<file path="config.mk">
export PLATFORM = sky130hd
export DESIGN_NAME = cdb_arbiter
export DESIGN_NICKNAME = d
export VERILOG_FILES = /design/src/rtl/cdb_arbiter.sv
export SDC_FILE = /design/constraint.sdc
export NUM_CORES = 1
export LEC_CHECK = 0
export CAP_MARGIN = 20
export CORE_MARGIN = 2
export CORE_UTILIZATION = 30
export CTS_BUF_LIST = sky130_fd_sc_hd__clkbuf_16
export DETAILED_ROUTE_END_ITERATION = 12
export PLACE_DENSITY = 0.73
export RECOVER_POWER = 50
export SETUP_SLACK_MARGIN = 0.5
export SLEW_MARGIN = 10
export SYNTH_ARGS = -nofsm -noshare
export SYNTH_HDL_FRONTEND = slang
export SYNTH_SLANG_ARGS = --single-unit
</file>
<file path="constraint.sdc">
create_clock -name clk -period 2.5 [get_ports clk]
set_input_delay 0.375 -clock clk [delete_from_list [all_inputs] [get_ports clk]]
set_output_delay 0.375 -clock clk [all_outputs]
set_load 0.01 [all_outputs]
</file>
<file path="src/rtl/cdb_arbiter.sv">
// Round-robin arbiter sharing the common data bus among functional-unit result FIFOs.
// Optional macro CDB_FIXED_PRIO_EN: lowest-index eligible requester always wins (no pointer).
module cdb_arbiter #(
    parameter int NUM_REQ = 4,
    parameter int XLEN    = 32,
    parameter int TAG_W   = 5
) (
    input  logic                         clk,
    input  logic                         rst_n,
    input  logic [NUM_REQ-1:0]           req_i,
    output logic [NUM_REQ-1:0]           gnt_o,
    input  logic [NUM_REQ*TAG_W-1:0]     tag_i,
    input  logic [NUM_REQ*XLEN-1:0]      value_i,
    input  logic                         flush_i,
    output logic                         cdb_valid_o,
    output logic [TAG_W-1:0]             cdb_tag_o,
    output logic [XLEN-1:0]              cdb_value_o,
    output logic [$clog2(NUM_REQ)-1:0]   cdb_src_o,
    output logic                         busy_o
);

    localparam int SRC_W = $clog2(NUM_REQ);

    logic [NUM_REQ-1:0] elig_s;
    logic [NUM_REQ-1:0] gnt_s;
    logic [NUM_REQ-1:0] last_gnt_r;
    logic [SRC_W-1:0]   sel_s;
    logic               found_s;
    logic               s1_valid_r;
    logic [SRC_W-1:0]   s1_src_r;

    // A FIFO read last cycle still shows stale non-empty, so it sits out one cycle.
    assign elig_s = req_i & ~last_gnt_r;

`ifdef CDB_FIXED_PRIO_EN

    // Fixed-priority search: scanning downwards leaves the lowest eligible index selected.
    always_comb begin
        sel_s   = '0;
        found_s = |elig_s;
        for (int k = NUM_REQ - 1; k >= 0; k--) begin
            sel_s = elig_s[k] ? SRC_W'(k) : sel_s;
        end
    end

`else

    localparam logic [SRC_W:0] NUM_REQ_W = (SRC_W + 1)'(NUM_REQ);

    logic [SRC_W-1:0] ptr_r;

    function automatic logic [SRC_W-1:0] wrap_inc(input logic [SRC_W-1:0] v);
        logic [SRC_W:0] s;
        s = {1'b0, v} + (SRC_W + 1)'(1);
        return (s >= NUM_REQ_W) ? SRC_W'(0) : s[SRC_W-1:0];
    endfunction

    // Round-robin search starting at ptr_r, wrapping past the top index.
    always_comb begin
        logic [SRC_W:0] idx_v;
        logic           hit_v;
        sel_s   = '0;
        found_s = 1'b0;
        for (int k = 0; k < NUM_REQ; k++) begin
            idx_v   = {1'b0, ptr_r} + (SRC_W + 1)'(k);
            idx_v   = (idx_v >= NUM_REQ_W) ? (idx_v - NUM_REQ_W) : idx_v;
            hit_v   = !found_s && elig_s[idx_v[SRC_W-1:0]];
            sel_s   = hit_v ? idx_v[SRC_W-1:0] : sel_s;
            found_s = found_s | hit_v;
        end
    end

    // Pointer advances past the winner only when a grant is actually issued.
    always_ff @(posedge clk or negedge rst_n) begin
        if (!rst_n) begin
            ptr_r <= '0;
        end else if (|gnt_s) begin
            ptr_r <= wrap_inc(sel_s);
        end else begin
            ptr_r <= ptr_r;
        end
    end

`endif

    // Grant decode; flush and reset both suppress every read enable.
    always_comb begin
        gnt_s = '0;
        if (rst_n && !flush_i && found_s) begin
            gnt_s[sel_s] = 1'b1;
        end else begin
            gnt_s = '0;
        end
    end

    assign gnt_o = gnt_s;

    // Grant history and S1 stage (flush already forced gnt_s to zero).
    always_ff @(posedge clk or negedge rst_n) begin
        if (!rst_n) begin
            last_gnt_r <= '0;
            s1_valid_r <= 1'b0;
            s1_src_r   <= '0;
        end else begin
            last_gnt_r <= gnt_s;
            s1_valid_r <= |gnt_s;
            s1_src_r   <= (|gnt_s) ? sel_s : s1_src_r;
        end
    end

    // S2: capture the popped entry, which the FIFO presents the cycle after rd_en.
    always_ff @(posedge clk or negedge rst_n) begin
        if (!rst_n) begin
            cdb_valid_o <= 1'b0;
            cdb_tag_o   <= '0;
            cdb_value_o <= '0;
            cdb_src_o   <= '0;
        end else if (s1_valid_r && !flush_i) begin
            cdb_valid_o <= 1'b1;
            cdb_tag_o   <= tag_i[s1_src_r*TAG_W +: TAG_W];
            cdb_value_o <= value_i[s1_src_r*XLEN +: XLEN];
            cdb_src_o   <= s1_src_r;
        end else begin
            cdb_valid_o <= 1'b0;
        end
    end

    assign busy_o = s1_valid_r | cdb_valid_o;

endmodule

</file>
## Word-level counts from Yosys, hierarchy flattened

Cells that the tools add are included.

| operators by class | value |
|---|---|
| $add $sub $neg | 8 |
| $mul | 1 |
| magnitude comparators | 11 |
| shift operators | 2 |
| muxes and demuxes | 21 |
| bitwise operators | 6 |
| reduce and logical (&&, ||, !) cells | 12 |

Operator list:

| kind | count |
|---|---|
| indexed part select 128 x 8 -> 32 bit | 1 |
| indexed part select 20 x 6 -> 5 bit | 1 |
| 2-to-1 mux 2 bit | 9 |
| < comparator 2 x 3 -> 1 bit, second input constant | 5 |
| >= comparator 3 bit, second input constant | 4 |
| binary-select mux 1 bit (select 2 bit) | 4 |
| subtractor 2 x 1 -> 2 bit, second input constant | 4 |
| logical AND 1 bit | 7 |
| adder 2 x 1 -> 3 bit, second input constant | 2 |
| adder 2 x 2 -> 3 bit, second input constant | 2 |
| 2-to-1 mux 1 bit | 6 |
| multiplier 2 x 3 -> 5 bit, second input constant | 1 |
| bitwise AND 4 bit | 1 |
| logical NOT 1 bit | 4 |
| 2-to-1 mux 4 bit | 1 |
| NOT 4 bit | 1 |
| OR 1 bit | 4 |
| OR reduction 4 bit | 1 |
| >= comparator 2 x 3 -> 1 bit, second input constant | 1 |
| demux 1 bit (select 2 bit) | 1 |
| >= comparator 2 x 1 -> 1 bit, second input constant | 1 |

| word-level totals | value |
|---|---|
| register bits | 49 |
| input bits | 155 |
| output and inout bits | 45 |
| logic and storage cells | 69 |

## Depth between registers and ports, before layout

| depth | value |
|---|---|
| depth after elaboration | 19 |
| depth in mapped cells | 9 |
| depth with buffers taken out | 8 |

## Worst setup path before layout

OpenSTA, ideal clock, no wires.

| path | value |
|---|---|
| path type | input -> register |
| start | in req_i[3] |
| end | reg s1_src_r[0] |
| data arrival time | 2.210 ns |
| setup slack | 0.165 ns |
| stages on the path | 9 |
| cells stage by stage | nor2b_1 o21ai_0 a211oi_1 inv_1 ha_1 nor4_1 nor2b_1 buf_2 mux2_2 |

| between the ends | value |
|---|---|
| longest elaborated chain between the ends | 18 |
| elaborated cells on any way between the ends | 30 |
| classes of those cells | order compare (2); mux (15); bitwise (4); reduce/logical (9) |

Ends and longest elaborated chain:

| what | line | source |
|---|---|---|
| start, declared | 10 | `input logic [NUM_REQ-1:0] req_i,` |
| bitwise AND 4 bit * | 33 | `assign elig_s = req_i & ~last_gnt_r;` |
| binary-select mux 1 bit (select 2 bit) | 67 | `hit_v = !found_s && elig_s[idx_v[SRC_W-1:0]];` |
| 2-to-1 mux 1 bit (implied by the code) | 67 |  |
| logical NOT 1 bit | 67 |  |
| logical AND 1 bit | 67 |  |
| OR 1 bit | 69 | `found_s = found_s \| hit_v;` |
| logical NOT 1 bit | 67 |  |
| logical AND 1 bit | 67 |  |
| [3 not listed] | n/a |  |
| 2-to-1 mux 2 bit * | 68 | `sel_s = hit_v ? idx_v[SRC_W-1:0] : sel_s;` |
| named net sel_s[0] | 27 | `logic [SRC_W-1:0] sel_s;` |
| < comparator 2 x 3 -> 1 bit (implied by the code) or >= comparator 2 x 1 -> 1 bit (tied branches) | 90 | `gnt_s[sel_s] = 1'b1;` |
| logical AND 1 bit (implied by the code) | 90 |  |
| 2-to-1 mux 1 bit (implied by the code) | 90 |  |
| demux 1 bit (select 2 bit) | 90 |  |
| 2-to-1 mux 4 bit | 89 | `if (rst_n && !flush_i && found_s) begin` |
| OR reduction 4 bit | 107 | `s1_src_r <= (\|gnt_s) ? sel_s : s1_src_r;` |
| end signal, assigned | 107 |  |
| end, declared | 30 | `logic [SRC_W-1:0] s1_src_r;` |

Mark *: on every way through the listed nets, which the timed path passes. The rest lies on a longest branch. The select of a mux whose other input is x is not followed.
A chain may end at the register's enable or synchronous reset.

## Worst setup path after layout

| path | value |
|---|---|
| start | reg ptr_r[1] |
| end | out gnt_o[0] |

| between the ends | value |
|---|---|
| longest elaborated chain between the ends | 18 |
| elaborated cells on any way between the ends | 43 |
| classes of those cells | add/sub (7); order compare (6); mux (19); bitwise (3); reduce/logical (8) |

Ends and longest elaborated chain:

| what | line | source |
|---|---|---|
| start, declared | 50 | `logic [SRC_W-1:0] ptr_r;` |
| start signal, assigned | 78 | `ptr_r <= wrap_inc(sel_s);` |
| start signal, assigned | 80 | `ptr_r <= ptr_r;` |
| adder 2 x 1 -> 3 bit, or another cell as far along | 65 | `idx_v = {1'b0, ptr_r} + (SRC_W + 1)'(k);` |
| >= comparator 3 bit, or another cell as far along | 66 | `idx_v = (idx_v >= NUM_REQ_W) ? (idx_v - NUM_REQ_W) : idx_v;` |
| 2-to-1 mux 2 bit or binary-select mux 1 bit (select 2 bit) (tied branches) | 66, 67 |  |
| binary-select mux 1 bit (select 2 bit) or 2-to-1 mux 1 bit (tied branches) | 67 |  |
| 2-to-1 mux 1 bit (implied by the code) or logical NOT 1 bit (tied branches) | 67 |  |
| logical AND 1 bit | 67 |  |
| OR 1 bit | 69 |  |
| logical NOT 1 bit | 67 |  |
| [3 not listed] | n/a |  |
| logical AND 1 bit | 67 |  |
| 2-to-1 mux 2 bit * | 68 |  |
| named net sel_s[0] | 27 |  |
| < comparator 2 x 3 -> 1 bit (implied by the code) or >= comparator 2 x 1 -> 1 bit (tied branches) | 90 |  |
| logical AND 1 bit (implied by the code) | 90 |  |
| 2-to-1 mux 1 bit (implied by the code) | 90 |  |
| demux 1 bit (select 2 bit) * | 90 |  |
| 2-to-1 mux 4 bit * | 89 |  |
| end, declared | 11 | `output logic [NUM_REQ-1:0] gnt_o,` |

Marked as above.

==> impl_metrics.env <==
export IMPL_die_height_um=102
export IMPL_synth_top_area_share=0.429
export IMPL_synth_ff_type="dfrtp_1"
export IMPL_dr_pass1_iters=4
export IMPL_syn_avg_cell_area_um2=16.2
export IMPL_drc=0
export IMPL_period_share=0.938
export IMPL_cellPowerDensity_nw_per_um2=929
export IMPL_r2r_slack_ns=0.18
export IMPL_io_buffer_count=199
export IMPL_n_fill_cell=746
export IMPL_cts_tree="done"
export IMPL_clock_fmax_mhz=427
export IMPL_ctsHoldBuffers=0
export IMPL_crit_cells=8
export IMPL_final_setup_skew_ns=0.00494
export IMPL_totalWireLength_um=8730
export IMPL_yosysWarnings=0
export IMPL_clock_latency_ns=0.28
export IMPL_viasPerCell=4.76
export IMPL_rows=35
export IMPL_timing_final_hold_violations=0
export IMPL_grt_max_degree=50
export IMPL_ys_types=23
export IMPL_timing_rr_end="s1_src_r[0]$_DFFE_PN0P_"
export IMPL_crit_path_start_kind="register"
export IMPL_cp_end_kind="primary output"
export IMPL_layout_drive_gt1_share=0.347
export IMPL_grt_ovfl_total=0
export IMPL_synth_most_common_cell="dfrtp_1"
export IMPL_reg2reg_depth=9
export IMPL_crit_type="register to primary output"
export IMPL_core_um2=9240
export IMPL_diodes=0
export IMPL_critPathBufInv=3
export IMPL_drtIter0Drc=40
export IMPL_worst_pin_slew_ns=1.23
export IMPL_start_util=0.309
export IMPL_arrival_ns=1.97
export IMPL_grt_pass1_vias=2798
export IMPL_via_count=2510
export IMPL_numCtsBuffers=5
export IMPL_ys_seq_area_frac=0.429
export IMPL_reg2reg_from="ptr_r[1]$_DFFE_PN0P_"
export IMPL_grt_pass1_wl_um=13500
export IMPL_synthTopCellsByArea="dfrtp_1, mux4_2, mux2_2"
export IMPL_die_area_um2=10300
export IMPL_clkTransAtPathRegs_ns=0.06
export IMPL_rsz0062_at_grt="true"
export IMPL_ys_async_sr_fraction=1.00
export IMPL_place_congestion=0.713
export IMPL_fin_cells=527
export IMPL_p_leak_nw=2.15
export IMPL_slew_headroom=0.179
export IMPL_crit_start="ptr_r[1]$_DFFE_PN0P_"
export IMPL_final_nets=557
export IMPL_hpwl_um=6890
export IMPL_ys_ff_latch=49
export IMPL_place_inst=509
export IMPL_worstSetupEndpoint="gnt_o[0]"
export IMPL_die_w_um=102
export IMPL_cts_root_buf="clkbuf_16"
export IMPL_cp_required_ns=2.12
export IMPL_min_path_type="primary input to async pin"
export IMPL_antenna_left=0
export IMPL_clock_path_buffers=2
export IMPL_synthCells=176
export IMPL_cp_top_family="simple AND/OR/NAND/NOR gates"
export IMPL_maxCapViolations=0
export IMPL_yosysTopAreaCell="dfrtp_1"
export IMPL_slowest_stage="or4b_4"
export IMPL_critical_path_cell_chain="or4b_4 > o31ai_4 > a211oi_4 > buf_6 > inv_4 > ha_4 > and2_4 > buf_6"
export IMPL_peakVddDrop_v=0.000441
export IMPL_grt_util_all_layers=0.169
export IMPL_crit_top_cell="buf_6"
export IMPL_post_route_min_period_ns=2.34
export IMPL_synth_edff_count=0
export IMPL_syn_cell_area_um2=2860
export IMPL_synth_common_cells="dfrtp_1, mux2_2, mux4_2"
export IMPL_cts_sinks=49
export IMPL_cts_max_level=2
export IMPL_num_io_pins=200
export IMPL_setup_viol=0
export IMPL_path_max_fanout=4
export IMPL_antenna_found_initial=0
export IMPL_area_growth_syn_to_layout_pct=91.0
export IMPL_synth_nets=336
export IMPL_slew_violations=0
export IMPL_wl_per_cell_um=16.6
export IMPL_status="completed"
export IMPL_p_total_mw=5.07
export IMPL_max_stage_delay_ns=0.52
## kinds of logic (layout without fill, tap and decap cells)
kind of cell,after synthesis,after routing,synth area share
muxes,79,79,0.456
adders and majority gates,5,5,0.0219
AOI/OAI and AO/OA,8,8,0.0210
and+or+nand+nor,18,18,0.0411
buffers and inverters,17,239,0.0306
DFF,49,49,0.429
## registers in the layout, summed over array words and instances, names as in the netlist
register,flops
cdb_src_o,2
cdb_tag_o,5
cdb_valid_o,1
cdb_value_o,32
last_gnt_r,4
ptr_r,2
s1_src_r,2
s1_valid_r,1
## per-layer routing
layer	vias to the layer above	track usage	routed length (µm)
met5	-	0	0
met3	6	0.0518	795
li1	1139	-	-
met4	0	0.0333	58
met1	1235	0.184	3120
met2	130	0.321	4760
## through the flow
stage | utilization | area [µm²] | setup slack [ns] | hold slack (ns) | setup TNS (ns)
after detailed placement | 0.551 | 5090 | -0.516 | 0.495 | -3.89
after global routing | 0.591 | 5460 | 0.0824 | 0.509 | 0
after floorplan | - | 2870 | 0.363 | 0.0794 | 0
after CTS | 0.586 | 5410 | 0.139 | 0.252 | 0
final | 0.591 | 5460 | 0.156 | 0.480 | 0
after global placement | 0.551 | 5090 | -0.380 | 0.488 | -2.97
## placed cells by master (no fill, tap or decap), types with 4 or more instances in the layout
| cell | instances |
|---|---|
| and2_4 | 4 |
| buf_4 | 22 |
| buf_6 | 7 |
| clkbuf_16 | 5 |
| clkdlybuf4s50_1 | 171 |
| dfrtp_1 | 47 |
| dlygate4sd3_1 | 20 |
| ha_4 | 4 |
| mux2_2 | 40 |
| mux4_2 | 37 |
| nand2b_1 | 4 |
## report_power, final
group / total, mW / internal, mW / leakage [nW] / switching (mW)
Sequential: 1.42 / 1.16 / 0.594 / 0.260
Combinational: 2.92 / 1.86 / 1.47 / 1.06
Clock: 0.731 / 0.465 / 0.0826 / 0.266
## how the worst min path moves through the flow
| stage | end | slack, ns |
|---|---|---|
| 2_1_floorplan | cdb_src_o[0]$_DFFE_PN0P_ | 0.08 |
| 3_3_place_gp | cdb_value_o[8]$_DFFE_PN0P_ | 0.49 |
| 3_5_place_dp | cdb_value_o[20]$_DFFE_PN0P_ | 0.49 |
| 4_1_cts | s1_valid_r$_DFF_PN0_ | 0.25 |
| 5_1_grt | cdb_value_o[20]$_DFFE_PN0P_ | 0.51 |
| 6_report | ptr_r[1]$_DFFE_PN0P_ | 0.48 |
## what timing repair did
item | 4_1_cts | 5_1_grt
endpoints found under the setup margin | 9 | 9
pin swaps | 5 | 4
buffers inserted | 8 | 2
resized for setup | 44 | 9
## area by class of cell
| class | instances | area, µm² | area share |
|---|---|---|---|
| Timing Repair Buffer | 227 | 2200 | 0.403 |
| Sequential cell | 49 | 1230 | 0.225 |
| Inverter | 4 | 17.5 | 0.00321 |
| Clock inverter | 3 | 37.5 | 0.00687 |
| Clock buffer | 5 | 125 | 0.0229 |
| Multi-Input combinational cell | 110 | 1690 | 0.309 |
| Tap cell | 129 | 161 | 0.0296 |
Note: power is estimated with default switching activity, not from simulation.
